===== config.mk =====
export PLATFORM = sky130hd
export DESIGN_NAME = dcache_snoop_responder
export DESIGN_NICKNAME = d
export VERILOG_FILES = /design/src/rtl/cpu_types_pkg.sv /design/src/rtl/snoop_tag_match.sv /design/src/rtl/dcache_snoop_responder.sv
export SDC_FILE = /design/constraint.sdc
export NUM_CORES = 1
export LEC_CHECK = 0
export CAP_MARGIN = 20
export CELL_PAD_IN_SITES_DETAIL_PLACEMENT = 1
export CELL_PAD_IN_SITES_GLOBAL_PLACEMENT = 2
export CORE_MARGIN = 10
export CORE_UTILIZATION = 22
export CTS_CLUSTER_DIAMETER = 120
export DETAILED_ROUTE_END_ITERATION = 10
export GPL_ROUTABILITY_DRIVEN = 0
export HOLD_SLACK_MARGIN = 0.12
export PLACE_DENSITY = 0.91
export SYNTH_ARGS = -nofsm -noshare
export SYNTH_HDL_FRONTEND = slang
export SYNTH_SLANG_ARGS = --single-unit

===== constraint.sdc =====
create_clock -name CLK -period 4.31 [get_ports CLK]
set_clock_uncertainty 0.2 [all_clocks]
set_input_delay 0.431 -clock CLK [delete_from_list [all_inputs] [get_ports CLK]]
set_output_delay 0.431 -clock CLK [all_outputs]
set_load 0.02 [all_outputs]

===== src/rtl/cpu_types_pkg.sv =====
`default_nettype none
// ============================================================================
// Module : cpu_types_pkg
// Brief  : Shared dcache address layout and snoop responder state encoding.
// Rev    : 1.0
// ============================================================================
package cpu_types_pkg;

    localparam int c_IDX_W = 3;
    localparam int c_TAG_W = 29 - c_IDX_W;

    typedef struct packed {
        logic [c_TAG_W-1:0] tag;
        logic [c_IDX_W-1:0] idx;
        logic               blkoff;
        logic [1:0]         bytoff;
    } dcachef_t;

    typedef enum logic [2:0] {
        IDLE   = 3'd0,
        LOOKUP = 3'd1,
        WB0    = 3'd2,
        WB1    = 3'd3,
        UPD    = 3'd4,
        DONE   = 3'd5
    } snoop_state_t;

    // Word address inside a block, given the block number (addr[31:3]).
    function automatic logic [31:0] blk_word_addr(input logic [28:0] blk, input logic blkoff);
        return {blk, blkoff, 2'b00};
    endfunction

endpackage
`default_nettype wire


===== src/rtl/snoop_tag_match.sv =====
`default_nettype none
// ============================================================================
// Module : snoop_tag_match
// Brief  : 2-way tag compare; way0 wins if both ways hit.
// Rev    : 1.0
// ============================================================================
module snoop_tag_match #(
    parameter int TAG_W = 26
) (
    input  logic [1:0]       i_valid,
    input  logic [1:0]       i_dirty,
    input  logic [TAG_W-1:0] i_tag0,
    input  logic [TAG_W-1:0] i_tag1,
    input  logic [TAG_W-1:0] i_tag,
    output logic [1:0]       o_hit,
    output logic             o_any_hit,
    output logic             o_hit_way,
    output logic             o_dirty
);

    always_comb begin
        o_hit[0]  = i_valid[0] & (i_tag0 == i_tag);
        o_hit[1]  = i_valid[1] & (i_tag1 == i_tag);
        o_any_hit = |o_hit;
        o_hit_way = ~o_hit[0] & o_hit[1];
        o_dirty   = o_any_hit & i_dirty[o_hit_way];
    end

endmodule
`default_nettype wire


===== src/rtl/dcache_snoop_responder.sv =====
`default_nettype none
// ============================================================================
// Module : dcache_snoop_responder
// Brief  : Snooped-side coherence responder: lookup, M-line write-back, MSI downgrade.
// Rev    : 1.0
// ============================================================================
module dcache_snoop_responder
    import cpu_types_pkg::*;
#(
    parameter int IDX_W = 3,
    parameter int TAG_W = 29 - IDX_W
) (
    input  logic             CLK,
    input  logic             RST,
    input  logic             ccwait,
    input  logic             ccinv,
    input  logic [31:0]      ccsnoopaddr,
    input  logic             dwait,
    output logic             cctrans,
    output logic [31:0]      snoop_daddr,
    output logic [31:0]      snoop_dstore,
    output logic             snoop_active,
    output logic [IDX_W-1:0] frm_idx,
    input  logic [1:0]       frm_valid,
    input  logic [1:0]       frm_dirty,
    input  logic [TAG_W-1:0] frm_tag0,
    input  logic [TAG_W-1:0] frm_tag1,
    input  logic [31:0]      frm_w0_0,
    input  logic [31:0]      frm_w0_1,
    input  logic [31:0]      frm_w1_0,
    input  logic [31:0]      frm_w1_1,
    output logic             upd_en,
    output logic             upd_way,
    output logic             upd_valid,
    output logic             upd_dirty,
    input  logic             link_valid,
    input  logic [31:0]      link_addr,
    output logic             link_clr
);

    snoop_state_t r_state, w_next;

    logic [28:0] r_saddr;      // block number, addr[31:3]
    logic        r_sinv;
    logic        r_hit_way;
    logic [31:0] r_word0;
    logic [31:0] r_word1;
    logic        r_miss_entry; // first DONE cycle after a miss

    logic [1:0]  w_hit;
    logic        w_any_hit;
    logic        w_hit_way;
    logic        w_dirty;
    logic        w_link_match;
    logic        w_unused;

    assign w_unused = ^{ccsnoopaddr[2:0], link_addr[2:0], w_hit};

    snoop_tag_match #(
        .TAG_W (TAG_W)
    ) u_tag_match (
        .i_valid   (frm_valid),
        .i_dirty   (frm_dirty),
        .i_tag0    (frm_tag0),
        .i_tag1    (frm_tag1),
        .i_tag     (r_saddr[28:IDX_W]),
        .o_hit     (w_hit),
        .o_any_hit (w_any_hit),
        .o_hit_way (w_hit_way),
        .o_dirty   (w_dirty)
    );

    assign w_link_match = r_sinv & link_valid & (link_addr[31:3] == r_saddr);

    always_ff @(posedge CLK) begin
        if (RST) begin
            r_state      <= IDLE;
            r_saddr      <= '0;
            r_sinv       <= 1'b0;
            r_hit_way    <= 1'b0;
            r_word0      <= '0;
            r_word1      <= '0;
            r_miss_entry <= 1'b0;
        end else begin
            r_state      <= w_next;
            r_miss_entry <= (r_state == LOOKUP) && !w_any_hit;
            if (r_state == IDLE && ccwait) begin
                r_saddr <= ccsnoopaddr[31:3];
            end
            if (r_state == LOOKUP) begin
                r_sinv    <= ccinv;
                r_hit_way <= w_hit_way;
                r_word0   <= w_hit_way ? frm_w1_0 : frm_w0_0;
                r_word1   <= w_hit_way ? frm_w1_1 : frm_w0_1;
            end
        end
    end

    always_comb begin
        w_next       = r_state;
        cctrans      = 1'b0;
        snoop_daddr  = '0;
        snoop_dstore = '0;
        snoop_active = (r_state != IDLE);
        frm_idx      = r_saddr[IDX_W-1:0];
        upd_en       = 1'b0;
        upd_way      = 1'b0;
        upd_valid    = 1'b0;
        upd_dirty    = 1'b0;
        link_clr     = 1'b0;

        case (r_state)
            IDLE: begin
                // Present the index straight from the bus so the array read lands in LOOKUP.
                frm_idx = ccsnoopaddr[IDX_W+2:3];
                if (ccwait) w_next = LOOKUP;
            end
            LOOKUP: begin
                cctrans = w_dirty;
                if (w_dirty)        w_next = WB0;
                else if (w_any_hit) w_next = UPD;
                else                w_next = DONE;
            end
            WB0: begin
                cctrans      = 1'b1;
                snoop_daddr  = blk_word_addr(r_saddr, 1'b0);
                snoop_dstore = r_word0;
                if (!dwait) w_next = WB1;
            end
            WB1: begin
                cctrans      = 1'b1;
                snoop_daddr  = blk_word_addr(r_saddr, 1'b1);
                snoop_dstore = r_word1;
                if (!dwait) w_next = UPD;
            end
            UPD: begin
                upd_en    = 1'b1;
                upd_way   = r_hit_way;
                upd_valid = ~r_sinv;
                link_clr  = w_link_match;
                w_next    = DONE;
            end
            DONE: begin
                // The link register tracks addresses even when the block is not resident.
                link_clr = r_miss_entry & w_link_match;
                if (!ccwait) w_next = IDLE;
            end
            default: w_next = IDLE;
        endcase
    end

endmodule
`default_nettype wire


## After elaboration in Yosys (flattened, before gate mapping)

Cells that the tools add are included.

- Memories kept: 0
- Logic and storage cells: 56
- Latch bits: 0
- ROM bits: 0
- Register bits after elaboration: 99
- Bits of input ports: 254
- Memory bits (writable): 0

- Equality and inequality tests: 12
- Bitwise operators: 9
- Divide/modulo/power cells: 0
- Shifts and indexed selects: 0
- Add/subtract/negate cells: 0
- Magnitude comparators: 1
- Multiply operators: 0
- Multiplexer cells: 19
- Reductions and logical operators: 8

Operators with widths:

| cell | count |
|---|---|
| one-hot mux 32 bit (2 select lines) | 2 |
| 2-to-1 mux 32 bit | 2 |
| equality test 26 bit | 2 |
| equality test 29 bit | 1 |
| 2-to-1 mux 3 bit | 6 |
| one-hot mux 3 bit (6 select lines) | 1 |
| inequality test 2 bit (second input constant) | 4 |
| bitwise AND 1 bit | 7 |
| equality test 3 x 2 -> 1 bit (second input constant) | 2 |
| equality test 3 bit (second input constant) | 2 |
| 2-to-1 mux 1 bit | 6 |
| one-hot mux 1 bit (2 select lines) | 2 |
| AND reduction 4 bit | 1 |
| OR reduction 2 bit | 2 |
| equality test 3 x 1 -> 1 bit (second input constant) | 1 |
| logical NOT 3 bit | 1 |
| nonzero test 3 bit | 1 |
| logical AND 1 bit | 2 |
| less-than comparator 1 x 2 -> 1 bit (second input constant) | 1 |
| NOT 1 bit | 2 |
| logical NOT 1 bit | 1 |

## Longest topological paths before layout

- Word-level depth: 9
- Depth in mapped cells: 8
- Gate-level depth less buffers: 6

## Modules after synthesis

From an unflattened synthesis, not the netlist that was laid out.

- Cells, all modules: 687
- Area, all modules: 6198.4 um^2

Modules (own cells, without submodules):

| module | seq. area each (um^2) | instances | area each (um^2) | cells an instance |
|---|---|---|---|---|
| dcache_snoop_responder | 1981.9 | 1 | 5595.4 | 609 |
| snoop_tag_match | 0.0 | 1 | 603.1 | 78 |

## Worst setup path before layout

Ideal clock, no wire load.

- Path kind: input-to-output
- Start point: in frm_tag1[22]
- End point: out cctrans
- Buffers on the path: 1
- Stages: 7
- Required time: 3679 ps
- Slack: 1499 ps
- Arrival time: 2180 ps
- Cells stage by stage: xnor2_1 nand4_1 or4_1 a311oi_2 buf_6 a22oi_1 o21ai_1

- Cells in the longest elaborated chain, start to end: 7

Ends and longest elaborated chain:

| element | line | text |
|---|---|---|
| start: declaration | dcache_snoop_responder.sv:27 | `input logic [TAG_W-1:0] frm_tag1,` |
| equality test 26 bit (*) | snoop_tag_match.sv:23 | `o_hit[1] = i_valid[1] & (i_tag1 == i_tag);` |
| bitwise AND 1 bit (*) | snoop_tag_match.sv:23 |  |
| bitwise AND 1 bit | snoop_tag_match.sv:25 | `o_hit_way = ~o_hit[0] & o_hit[1];` |
| 2-to-1 mux 1 bit (not written as such) (2 in series) | snoop_tag_match.sv:26 | `o_dirty = o_any_hit & i_dirty[o_hit_way];` |
| bitwise AND 1 bit (*) | snoop_tag_match.sv:26 |  |
| one-hot mux 1 bit (2 select lines) (*) | dcache_snoop_responder.sv:112 | `case (r_state)` |
| end: declaration | dcache_snoop_responder.sv:19 | `output logic cctrans,` |

Every way passes the cells marked *; elsewhere a longest branch is shown, timed or not. The select of a mux whose other input is x is not followed.

## Worst setup path in the final report

- Start point: in frm_tag1[0]
- End point: out cctrans

The elaborated chain is that of the path after synthesis.

==> metrics.csv <==
metric,value,unit
met3 Use GR,0.0598,
list of cells traversed by the critical path,clkdlybuf4s50_1 > xnor2_1 > buf_4 > nand4_1 > or4_1 > a311oi_4 > a22oi_1 > o21ai_1 > clkdlybuf4s50_1,
maximum number of pins on one net before global-route repair,73,
via count normalized by instance count,4.50,
share of cells above drive strength 1,0.0407,
number of CTS-inserted buffers,9,
library cell used as clock root buffer,clkbuf_16,
Setup WS pre-CTS,0.254,ns
final worst-path cycle share,0.933,
number of nets in the layout,1231,
synthesized cell area,5760,µm²
"Reg clk slew, reported paths",0.07,ns
share of flip-flops with an asynchronous set or reset after synthesis,0,
number of remaining DRC errors,0,
average wire per cell in the routed design,19.7,µm
total of flip-flops plus latches after synthesis,99,
utilization of the core after routing,0.370,
final hold viol count,0,
Fill cells,3083,
Setup TNS,0,ns
count of flip-flops with a built-in enable after synthesis,0,
global route hottest layer,met2,
later-pin clock latency in the skew report,0.35,ns
Mean Syn Cell Area,8.42,µm²
Leak Pwr,0.00327,µW
YS warnings,0,
Port Buffer Count,318,
total congestion overflow after global routing,0,
CP arrival,3.39,ns
fraction of post-synthesis cell area in the top cell type by area,0.344,
clock tree from TritonCTS,built,
count of nets left with antenna violations after detail routing,0,
fraction of power consumed by sequential logic,0.414,
Cells after DPL,1300,
sequential cell area in the final layout,1980,µm²
Std-Cell Rows,59,
library cell with the largest summed area after synthesis,dfxtp_1,
most frequent cell after synthesis,nor2_1,
buffers inserted during post-CTS setup optimization,0,
DIE WIDTH,182,µm
CTS H-Tree Depth,3,
number of antenna violations at the first check in global routing,0,
hold buffer count at CTS,0,
Final min period,4.02,ns
core area,25900,µm²
final-report setup violation count,0,
cell type with the highest occurrence count on the critical path,clkdlybuf4s50_1,
met1 usage in global routing,0.174,
total area of multi-input combinational cells,3520,µm²
met2 usage,0.250,
sequential area share after synthesis,0.344,
dominant cells by area after synthesis,"dfxtp_1, mux2i_1, a211oi_1",
Synth cell types,36,
post-synthesis to final-layout area growth,66.4,%
number of top-level design ports,328,
top cell family by delay on the critical path,buffers and inverters,
reported max-cap violation count,0,
first drt pass iteration count,4,
worst setup path class,input port to output port,
floorplan die height,182,µm
crit path launch type,input port,
unrepaired setup endpoints after global routing,no,
status,finished clean,
top fanout value on the critical path,3,
share of total power in combinational logic,0.256,
min-delay worst type,register to register,
max-slew violation count,0,
net switching component of the power,760,µW
Worst Max-Slew Pin Slew,1.02,ns
Final Worst Setup Slack,0.289,ns
maximum root-to-sink buffer count,2,
iteration-0 DRC count of the detailed router,224,
clock network fraction of design power,0.330,
Final Routed Wirelength,26000,µm
achievable frequency,249,MHz
total die area,33100,µm²
largest stage delay on the critical path,0.62,ns
global-route wire length before repair,38800,µm
Num Clock Sinks,99,
required time of the critical path,3.68,ns
switching share of power,0.292,
most frequent cells after synthesis,"nor2_1, dfxtp_1, mux2i_1, nand2_1, a211oi_1",
worst voltage drop across the vdd grid,0.133,mV
detailed-placement wirelength estimate,21000,µm
kind of capture point of the worst setup path,output port,
"number of standard cells in the layout, taps in and fillers out",1318,
starting density of the core,0.222,
slowest cell on the critical path,clkdlybuf4s50_1,
number of buffers and inverters on the critical path,3,
"Primary FF master, synth",dfxtp_1,
vias,5932,
number of instances resized during post-cts repair,0,
number of global-route vias before repair,6439,
GR Util All Layers,0.151,
power consumption,2610,µW
Internal Power,1850,µW
power per cell area,272,nW/µm²
post-synthesis cell count,684,
headroom to the max-slew limit,0.318,
[cells by family (layout without fill, tap and decap cells)]
family | after synthesis | count (layout) | synth area share
other | 1 | 4 | 0.000651
flip-flops | 99 | 99 | 0.344
AO/OA/AOI/OAI | 109 | 109 | 0.127
XOR/XNOR | 81 | 81 | 0.123
buffers and inverters | 57 | 353 | 0.0495
AND/OR/NAND/NOR | 238 | 238 | 0.183
multiplexers | 99 | 99 | 0.173
[flip-flops by register name, summed over array words and instances, names as in the netlist]
signal	count
r_miss_entry	1
r_word1	32
r_saddr	29
r_hit_way	1
r_state	3
r_sinv	1
r_word0	32
[worst register-to-register path, delay by kind of cell (launching register included)]
family | cells | cell delay [ns]
flip-flops | 1 | 0.34
multiplexers | 1 | 0.41
AND/OR/NAND/NOR | 2 | 0.67
buffers and inverters | 2 | 0.59
AO/OA/AOI/OAI | 2 | 0.55
XOR/XNOR | 1 | 0.28
[per-stage QoR]
stage | area [µm²] | hold slack, ns
floorplan | 5770 | 0.227
global placement | 9250 | 0.240
detailed placement | 9250 | 0.253
CTS | 9560 | 0.264
global route | 9590 | 0.296
finish | 9590 | 0.256
[layer usage]
metal,wire [µm],vias up
met5,0,-
met4,624,0
met3,2730,22
met2,12000,270
met1,10600,2701
li1,-,2939
[power by group through the flow]
stage	combinational [µW]	clock (µW)	sequential, µW
after CTS	673	903	1080
after floorplan	330	0	1070
after global placement	656	0	1100
after detailed placement	670	0	1100
final	667	860	1080
after global routing	734	943	1090
[cell usage in the layout, fill, tap and decap left out, types with 4 or more instances in the layout]
| cell | instances |
|---|---|
| and2_1 | 30 |
| buf_4 | 13 |
| a211oi_1 | 64 |
| nand2_1 | 66 |
| clkbuf_16 | 9 |
| o21ai_0 | 4 |
| xnor2_1 | 48 |
| nor4_1 | 9 |
| nand4_1 | 14 |
| a21oi_1 | 34 |
| nor3_1 | 6 |
| xor2_1 | 33 |
| clkdlybuf4s50_1 | 317 |
| nor2_1 | 103 |
| dfxtp_1 | 98 |
| mux2i_1 | 96 |
[layout make-up]
type / count / share of cell area
multi-input combinational: 530 / 0.368
timing repair buffer: 333 / 0.348
sequential: 99 / 0.207
tap: 335 / 0.0437
clock buffer: 9 / 0.0235
clock inverter: 7 / 0.00835
inverter: 4 / 0.00157
antenna: 1 / 0.000261
[path summary, 6_finish.rpt]
kind / start / endpoint / slack [ns] / cells after the start
worst min-delay path: r_hit_way / r_hit_way / 0.26 / 2
worst min register to register: r_hit_way / r_hit_way / 0.26 / 2
worst max register to register: r_saddr[3] / r_word0[11] / 1.14 / 8
worst max-delay path: frm_tag1[0] / cctrans / 0.29 / 9
(Power assumes the default switching activity.)
